**src/rtl/scytale_decryption.sv**
```systemverilog
// Scytale decryption stage: buffers ciphertext until the start token, then
// streams the plaintext one byte per cycle using the keys latched at the token.
module scytale_decryption #(
  parameter int                 D_WIDTH                = 8,
  parameter int                 KEY_WIDTH              = 8,
  parameter int                 MAX_NOF_CHARS          = 50,
  parameter logic [D_WIDTH-1:0] START_DECRYPTION_TOKEN = 8'hFA
) (
  input  logic                 clk,
  input  logic                 rst_n,
  input  logic [D_WIDTH-1:0]   data_i,
  input  logic                 valid_i,
  input  logic [KEY_WIDTH-1:0] key_N,
  input  logic [KEY_WIDTH-1:0] key_M,
  output logic                 busy,
  output logic [D_WIDTH-1:0]   data_o,
  output logic                 valid_o
);

  localparam int CNT_W  = $clog2(MAX_NOF_CHARS + 1);
  // Wide enough for (MAX_NOF_CHARS-1) + max key_N without wrapping.
  localparam int CALC_W = $clog2(MAX_NOF_CHARS + (1 << KEY_WIDTH));
  localparam int PROD_W = 2 * KEY_WIDTH;

  typedef enum logic {
    COLLECT = 1'b0,
    EMIT    = 1'b1
  } state_t;

  state_t               state_q;
  logic [CNT_W-1:0]     n_q;
  logic [CNT_W-1:0]     idx_q;
  logic [CNT_W-1:0]     cnt_q;
  logic [KEY_WIDTH-1:0] key_n_q;
  logic                 scy_q;
  logic                 busy_q;
  logic                 valid_q;
  logic [D_WIDTH-1:0]   data_q;
  logic [D_WIDTH-1:0]   mem_q [MAX_NOF_CHARS];

  logic              accept;
  logic              is_token;
  logic              store_en;
  logic              scy_ok;
  logic [PROD_W-1:0] prod;
  logic [CALC_W-1:0] idx_sum;
  logic [CALC_W-1:0] last_idx;
  logic [CALC_W-1:0] idx_step;
  logic [CNT_W-1:0]  idx_d;

  // NOTE: every signal driven here gets a default first, so no latch is inferred.
  always_comb begin
    accept   = 1'b0;
    is_token = 1'b0;
    store_en = 1'b0;
    prod     = '0;
    scy_ok   = 1'b0;
    idx_sum  = '0;
    last_idx = '0;
    idx_step = '0;

    accept   = (state_q == COLLECT) && valid_i;
    is_token = (data_i == START_DECRYPTION_TOKEN);
    store_en = accept && !is_token && (n_q < CNT_W'(MAX_NOF_CHARS));

    prod   = PROD_W'(key_N) * PROD_W'(key_M);
    scy_ok = (key_N != '0) && (key_M != '0) && (prod == PROD_W'(n_q));

    // Column walk: step by key_N, wrapping back to the next column start.
    idx_sum  = CALC_W'(idx_q) + CALC_W'(key_n_q);
    last_idx = CALC_W'(n_q) - CALC_W'(1);
    if (scy_q) begin
      idx_step = (idx_sum <= last_idx) ? idx_sum : (idx_sum - last_idx);
    end else begin
      idx_step = CALC_W'(idx_q) + CALC_W'(1);
    end
  end

  assign idx_d = CNT_W'(idx_step);

  // NOTE: the character buffer has no reset; its contents are only read below n_q.
  always_ff @(posedge clk) begin
    if (store_en) begin
      mem_q[n_q] <= data_i;
    end
  end

  // NOTE: sequential state uses non-blocking assignments so all registers
  // update together from the values present before the edge.
  always_ff @(posedge clk or negedge rst_n) begin
    if (!rst_n) begin
      state_q <= COLLECT;
      n_q     <= '0;
      idx_q   <= '0;
      cnt_q   <= '0;
      key_n_q <= '0;
      scy_q   <= 1'b0;
      busy_q  <= 1'b0;
      valid_q <= 1'b0;
      data_q  <= '0;
    end else begin
      unique case (state_q)
        COLLECT: begin
          valid_q <= 1'b0;
          data_q  <= '0;
          if (store_en) begin
            n_q <= n_q + CNT_W'(1);
          end
          if (accept && is_token) begin
            key_n_q <= key_N;
            scy_q   <= scy_ok;
            idx_q   <= '0;
            cnt_q   <= '0;
            busy_q  <= 1'b1;
            state_q <= EMIT;
          end
        end
        EMIT: begin
          if (cnt_q < n_q) begin
            valid_q <= 1'b1;
            data_q  <= mem_q[idx_q];
            idx_q   <= idx_d;
            cnt_q   <= cnt_q + CNT_W'(1);
          end else begin
            valid_q <= 1'b0;
            data_q  <= '0;
            busy_q  <= 1'b0;
            n_q     <= '0;
            idx_q   <= '0;
            cnt_q   <= '0;
            state_q <= COLLECT;
          end
        end
        default: state_q <= COLLECT;
      endcase
    end
  end

  assign busy    = busy_q;
  assign valid_o = valid_q;
  assign data_o  = data_q;

endmodule
```
**config.mk**
```make
export PLATFORM = sky130hd
export DESIGN_NAME = scytale_decryption
export DESIGN_NICKNAME = d
export VERILOG_FILES = /design/src/rtl/scytale_decryption.sv
export SDC_FILE = /design/constraint.sdc
export NUM_CORES = 1
export LEC_CHECK = 0
export BUFFER_PORTS_ARGS = -buffer_cell sky130_fd_sc_hd__buf_4
export CAP_MARGIN = 30
export CORE_ASPECT_RATIO = 1.75
export CORE_UTILIZATION = 57
export DETAILED_ROUTE_END_ITERATION = 10
export HOLD_SLACK_MARGIN = 0.02
export PLACE_DENSITY = 0.69
export SETUP_SLACK_MARGIN = 0.5
export SYNTH_ARGS = -nofsm -noshare
export SYNTH_HDL_FRONTEND = slang
export SYNTH_SLANG_ARGS = --single-unit
```
**constraint.sdc**
```tcl
create_clock -name clk -period 4.1 [get_ports clk]
set_input_delay 0.205 -clock clk [delete_from_list [all_inputs] [get_ports clk]]
set_output_delay 0.205 -clock clk [all_outputs]
set_load 0.01 [all_outputs]
```
==> flow_results.xml <==
<?xml version="1.0" encoding="UTF-8"?>
<metrics>
  <group name="sta">
    <metric name="hold_violations" unit="">0</metric>
    <metric name="clock_skew" unit="ns">0.0206</metric>
    <metric name="fmax" unit="MHz">282</metric>
    <metric name="timing.final.max_slew_violations" unit="">0</metric>
    <metric name="rsz0062_at_grt" unit="">true</metric>
    <metric name="setup_viol_count_final" unit="">0</metric>
    <metric name="worst-slew-pin-transition" unit="ns">1.07</metric>
    <metric name="timing.final.crit_share" unit="">0.866</metric>
    <metric name="post-route-min-period" unit="ns">3.55</metric>
    <metric name="setup_tns" unit="ns">0</metric>
    <metric name="max-slew-margin-rel" unit="">0.279</metric>
  </group>
  <group name="global_routing">
    <metric name="grt_first_pass_wirelength" unit="um">66200</metric>
    <metric name="gr-usage-all-layers" unit="">0.255</metric>
    <metric name="number_of_antenna_violations_at_the_first_check_in_global_routing" unit="">0</metric>
    <metric name="via_count_of_the_first_global_routing_pass" unit="">11200</metric>
    <metric name="global_routing_usage_on_met2" unit="">0.467</metric>
    <metric name="groute.layer.met3.usage" unit="">0.0270</metric>
    <metric name="global_route.usage.met1" unit="">0.304</metric>
    <metric name="grt_max_degree" unit="">109</metric>
    <metric name="globalRoute.totalOverflow" unit="">0</metric>
    <metric name="grt-busiest-layer" unit="">met2</metric>
  </group>
  <group name="finish">
    <metric name="area_growth" unit="%">13.4</metric>
    <metric name="drive_above_1_share" unit="">0.227</metric>
    <metric name="num_antenna_cells" unit="">0</metric>
    <metric name="final_net_count" unit="">1413</metric>
  </group>
  <group name="routing">
    <metric name="drc" unit="">0</metric>
    <metric name="drt_iter0_drc" unit="">824</metric>
    <metric name="firstDrtPassIters" unit="">5</metric>
    <metric name="antenna_violating_nets_post_route" unit="">0</metric>
    <metric name="detail_route.vias_per_cell" unit="">6.02</metric>
    <metric name="drt-wirelength-per-cell" unit="um">24.7</metric>
    <metric name="totalWireLength" unit="um">43900</metric>
    <metric name="number_of_vias_after_detailed_routing" unit="">10700</metric>
  </group>
  <group name="logic_synthesis">
    <metric name="synthesis.nets" unit="">1340</metric>
    <metric name="yosysTopAreaCellShare" unit="">0.598</metric>
    <metric name="netlist.top_cell.by_area" unit="">sky130_fd_sc_hd__edfxtp_1</metric>
    <metric name="synthMostInstantiatedCell" unit="">sky130_fd_sc_hd__edfxtp_1</metric>
    <metric name="synthTopCellsByArea" unit="">sky130_fd_sc_hd__edfxtp_1 60%, sky130_fd_sc_hd__mux4_2 13%, sky130_fd_sc_hd__dfrtp_1 4.7%</metric>
    <metric name="ys_dominant_reg_cell" unit="">sky130_fd_sc_hd__edfxtp_1</metric>
    <metric name="async_flop_share" unit="">0.0868</metric>
    <metric name="synthesis.instances" unit="">1215</metric>
    <metric name="netlist_top_cells_count" unit="">400 x sky130_fd_sc_hd__edfxtp_1, 120 x sky130_fd_sc_hd__mux4_2, 94 x sky130_fd_sc_hd__nand2_1, 83 x sky130_fd_sc_hd__nor2_1, 61 x sky130_fd_sc_hd__inv_1</metric>
    <metric name="synth_sequential_area_ratio" unit="">0.646</metric>
    <metric name="synth.cell_area" unit="um^2">20100</metric>
    <metric name="syn_area_per_cell" unit="um^2">16.5</metric>
    <metric name="synth-seq-cells" unit="">438</metric>
    <metric name="number_of_flops_mapped_to_enable_cells_by_yosys" unit="">400</metric>
    <metric name="synth.lib_cells_used.distinct" unit="">55</metric>
    <metric name="ys.warnings.count" unit="">0</metric>
  </group>
  <group name="clock_tree">
    <metric name="tritoncts.num_buffers" unit="">40</metric>
    <metric name="clk_path_buf_depth" unit="">3</metric>
    <metric name="cts_root_buf" unit="">sky130_fd_sc_hd__clkbuf_16</metric>
    <metric name="tritoncts_clock_tree" unit="">yes</metric>
    <metric name="clock_sinks" unit="">438</metric>
    <metric name="path_clk_slew" unit="ns">0.06</metric>
    <metric name="cts_htree_levels" unit="">2</metric>
    <metric name="worst_skew_pair.late_latency" unit="ns">0.55</metric>
  </group>
  <group name="die">
    <metric name="dieWidth" unit="um">144</metric>
    <metric name="floorplan.rows" unit="">90</metric>
    <metric name="i_o_pin_cnt" unit="">37</metric>
    <metric name="die_h" unit="um">250</metric>
    <metric name="initial_utilization" unit="">0.581</metric>
    <metric name="die_area" unit="um^2">36000</metric>
    <metric name="core-area" unit="um^2">34600</metric>
  </group>
  <group name="worst_setup_path">
    <metric name="timing.critical_path.from_type" unit="">input pin</metric>
    <metric name="critPathRequiredTime" unit="ns">4.52</metric>
    <metric name="worstSetupEndpointType" unit="">register</metric>
    <metric name="cp_max_fo" unit="">10</metric>
    <metric name="worst-setup-path-type" unit="">input pin to register</metric>
    <metric name="timing.critical_path.arrival" unit="ns">3.97</metric>
  </group>
  <group name="place">
    <metric name="io_buffers" unit="">36</metric>
    <metric name="globalplace.congestion" unit="">0.898</metric>
    <metric name="hpwlAfterDp" unit="um">29800</metric>
  </group>
  <group name="run_status">
    <metric name="outcome" unit="">finished clean</metric>
  </group>
  <group name="power">
    <metric name="maximum_resistive_drop_on_vdd" unit="V">0.000588</metric>
    <metric name="power" unit="mW">14.2</metric>
    <metric name="power.leakage" unit="nW">7.91</metric>
    <metric name="power_density" unit="nW/um^2">623</metric>
  </group>
  <group name="run">
    <metric name="timing.max_cap.violations" unit="">0</metric>
  </group>
  <group name="min_path">
    <metric name="timing.hold.worst.class" unit="">input pin to register</metric>
  </group>
</metrics>
[logic make-up after synthesis]
logic type	after synthesis	synth area share
AOI/OAI and AO/OA	106	0.0330
xor gates and xnor gates	28	0.0122
adders and majority gates	98	0.0753
buffers and inverters	123	0.0251
DFF	438	0.646
muxes	143	0.146
and+or+nand+nor	279	0.0626
[state kept, by name, summed over array words and instances (netlist names)]
| signal | count |
|---|---|
| busy | 1 |
| n_q | 6 |
| scy_q | 1 |
| cnt_q | 6 |
| state_q | 1 |
| data_o | 8 |
| valid_o | 1 |
| key_n_q | 8 |
| mem_q | 400 |
| idx_q | 6 |
[critical path, cell delays in order]
cell and delay (ns):
sky130_fd_sc_hd__buf_4 0.15, sky130_fd_sc_hd__nand2_1 0.09, sky130_fd_sc_hd__fa_1 0.51, sky130_fd_sc_hd__fa_1 0.54, sky130_fd_sc_hd__fa_1 0.50, sky130_fd_sc_hd__fa_1 0.57, sky130_fd_sc_hd__inv_1 0.06, sky130_fd_sc_hd__ha_4 0.29
sky130_fd_sc_hd__o21ai_0 0.14, sky130_fd_sc_hd__o21a_1 0.22, sky130_fd_sc_hd__nor3_1 0.14, sky130_fd_sc_hd__nor2_1 0.07, sky130_fd_sc_hd__xnor2_1 0.16, sky130_fd_sc_hd__nor3_1 0.08, sky130_fd_sc_hd__a32o_1 0.24
[where the power goes]
part	leakage, nW	switching [mW]	internal (mW)
Clock	0.665	1.64	2.27
Sequential	4.11	0.148	5.12
Combinational	3.14	2.74	2.28
[placed cells by master, fill, tap and decap left out, types with 6 or more instances in the layout]
| cell | Yosys | layout |
|---|---|---|
| sky130_fd_sc_hd__nand3_1 | 26 | 26 |
| sky130_fd_sc_hd__xnor2_1 | 24 | 24 |
| sky130_fd_sc_hd__fa_1 | 38 | 36 |
| sky130_fd_sc_hd__and2_1 | 34 | 34 |
| sky130_fd_sc_hd__o22ai_1 | 9 | 9 |
| sky130_fd_sc_hd__clkinv_1 | 2 | 9 |
| sky130_fd_sc_hd__o21ai_0 | 33 | 32 |
| sky130_fd_sc_hd__ha_1 | 60 | 54 |
| sky130_fd_sc_hd__a21oi_1 | 20 | 16 |
| sky130_fd_sc_hd__edfxtp_1 | 400 | 400 |
| sky130_fd_sc_hd__inv_2 | 3 | 6 |
| sky130_fd_sc_hd__dlygate4sd3_1 | 0 | 8 |
| sky130_fd_sc_hd__mux4_2 | 120 | 120 |
| sky130_fd_sc_hd__nor3_1 | 16 | 16 |
| sky130_fd_sc_hd__ha_4 | 0 | 6 |
| sky130_fd_sc_hd__dfrtp_1 | 38 | 36 |
| sky130_fd_sc_hd__mux2i_1 | 22 | 22 |
| sky130_fd_sc_hd__inv_1 | 61 | 58 |
| sky130_fd_sc_hd__nor2_1 | 83 | 82 |
| sky130_fd_sc_hd__nand2_1 | 94 | 86 |
| sky130_fd_sc_hd__clkbuf_16 | 0 | 43 |
| sky130_fd_sc_hd__buf_4 | 0 | 66 |
| sky130_fd_sc_hd__bufinv_16 | 0 | 6 |
[metal layers]
| layer | routed length (um) | vias up |
|---|---|---|
| met1 | 16100 | 5526 |
| met3 | 1780 | 84 |
| met5 | 0 | - |
| met2 | 24500 | 304 |
| li1 | - | 4796 |
| met4 | 1570 | 0 |
[metrics by stage]
step	hold slack, ns	cell area (um^2)	std cells	setup WS, ns	util
2_1_floorplan	-0.0906	20300	1215	0.326	-
3_3_place_gp	0.199	21100	1692	-0.0421	0.609
3_5_place_dp	0.205	21100	1692	-0.0439	0.609
4_1_cts	0.0863	22500	1773	0.511	0.652
5_1_grt	0.117	22800	1779	0.409	0.659
6_report	0.135	22800	1779	0.549	0.659
[repair_timing]
item | in CTS | in global routing
endpoints found under the setup margin | 0 | 7
endpoints found under the hold margin | 45 | 0
hold buffers | 8 | 0
setup buffers | 0 | 4
gates resized for setup | 0 | 42
[worst paths after layout]
check	from	cells after the start	endpoint	slack (ns)
min reg2reg	key_n_q[2]	2	key_n_q[2]	0.49
max reg2reg	idx_q[0]	14	idx_q[0]	0.63
max in group asynchronous	rst_n	2	idx_q[0]	3.48
min	key_N[7]	4	key_n_q[7]	0.14
max	key_N[1]	15	scy_q	0.55
min in group asynchronous	rst_n	2	valid_o	0.18
[cell type report]
class                           instances  area, um^2
Multi-Input combinational cell        654        6770
Tap cell                              460         576
Clock inverter                         27         323
Fill cell                            2424       11800
Clock buffer                           46        1060
Inverter                               66         248
Timing Repair Buffer                   88         823
Sequential cell                       438       13000
Note: power is estimated with default switching activity, not from simulation.
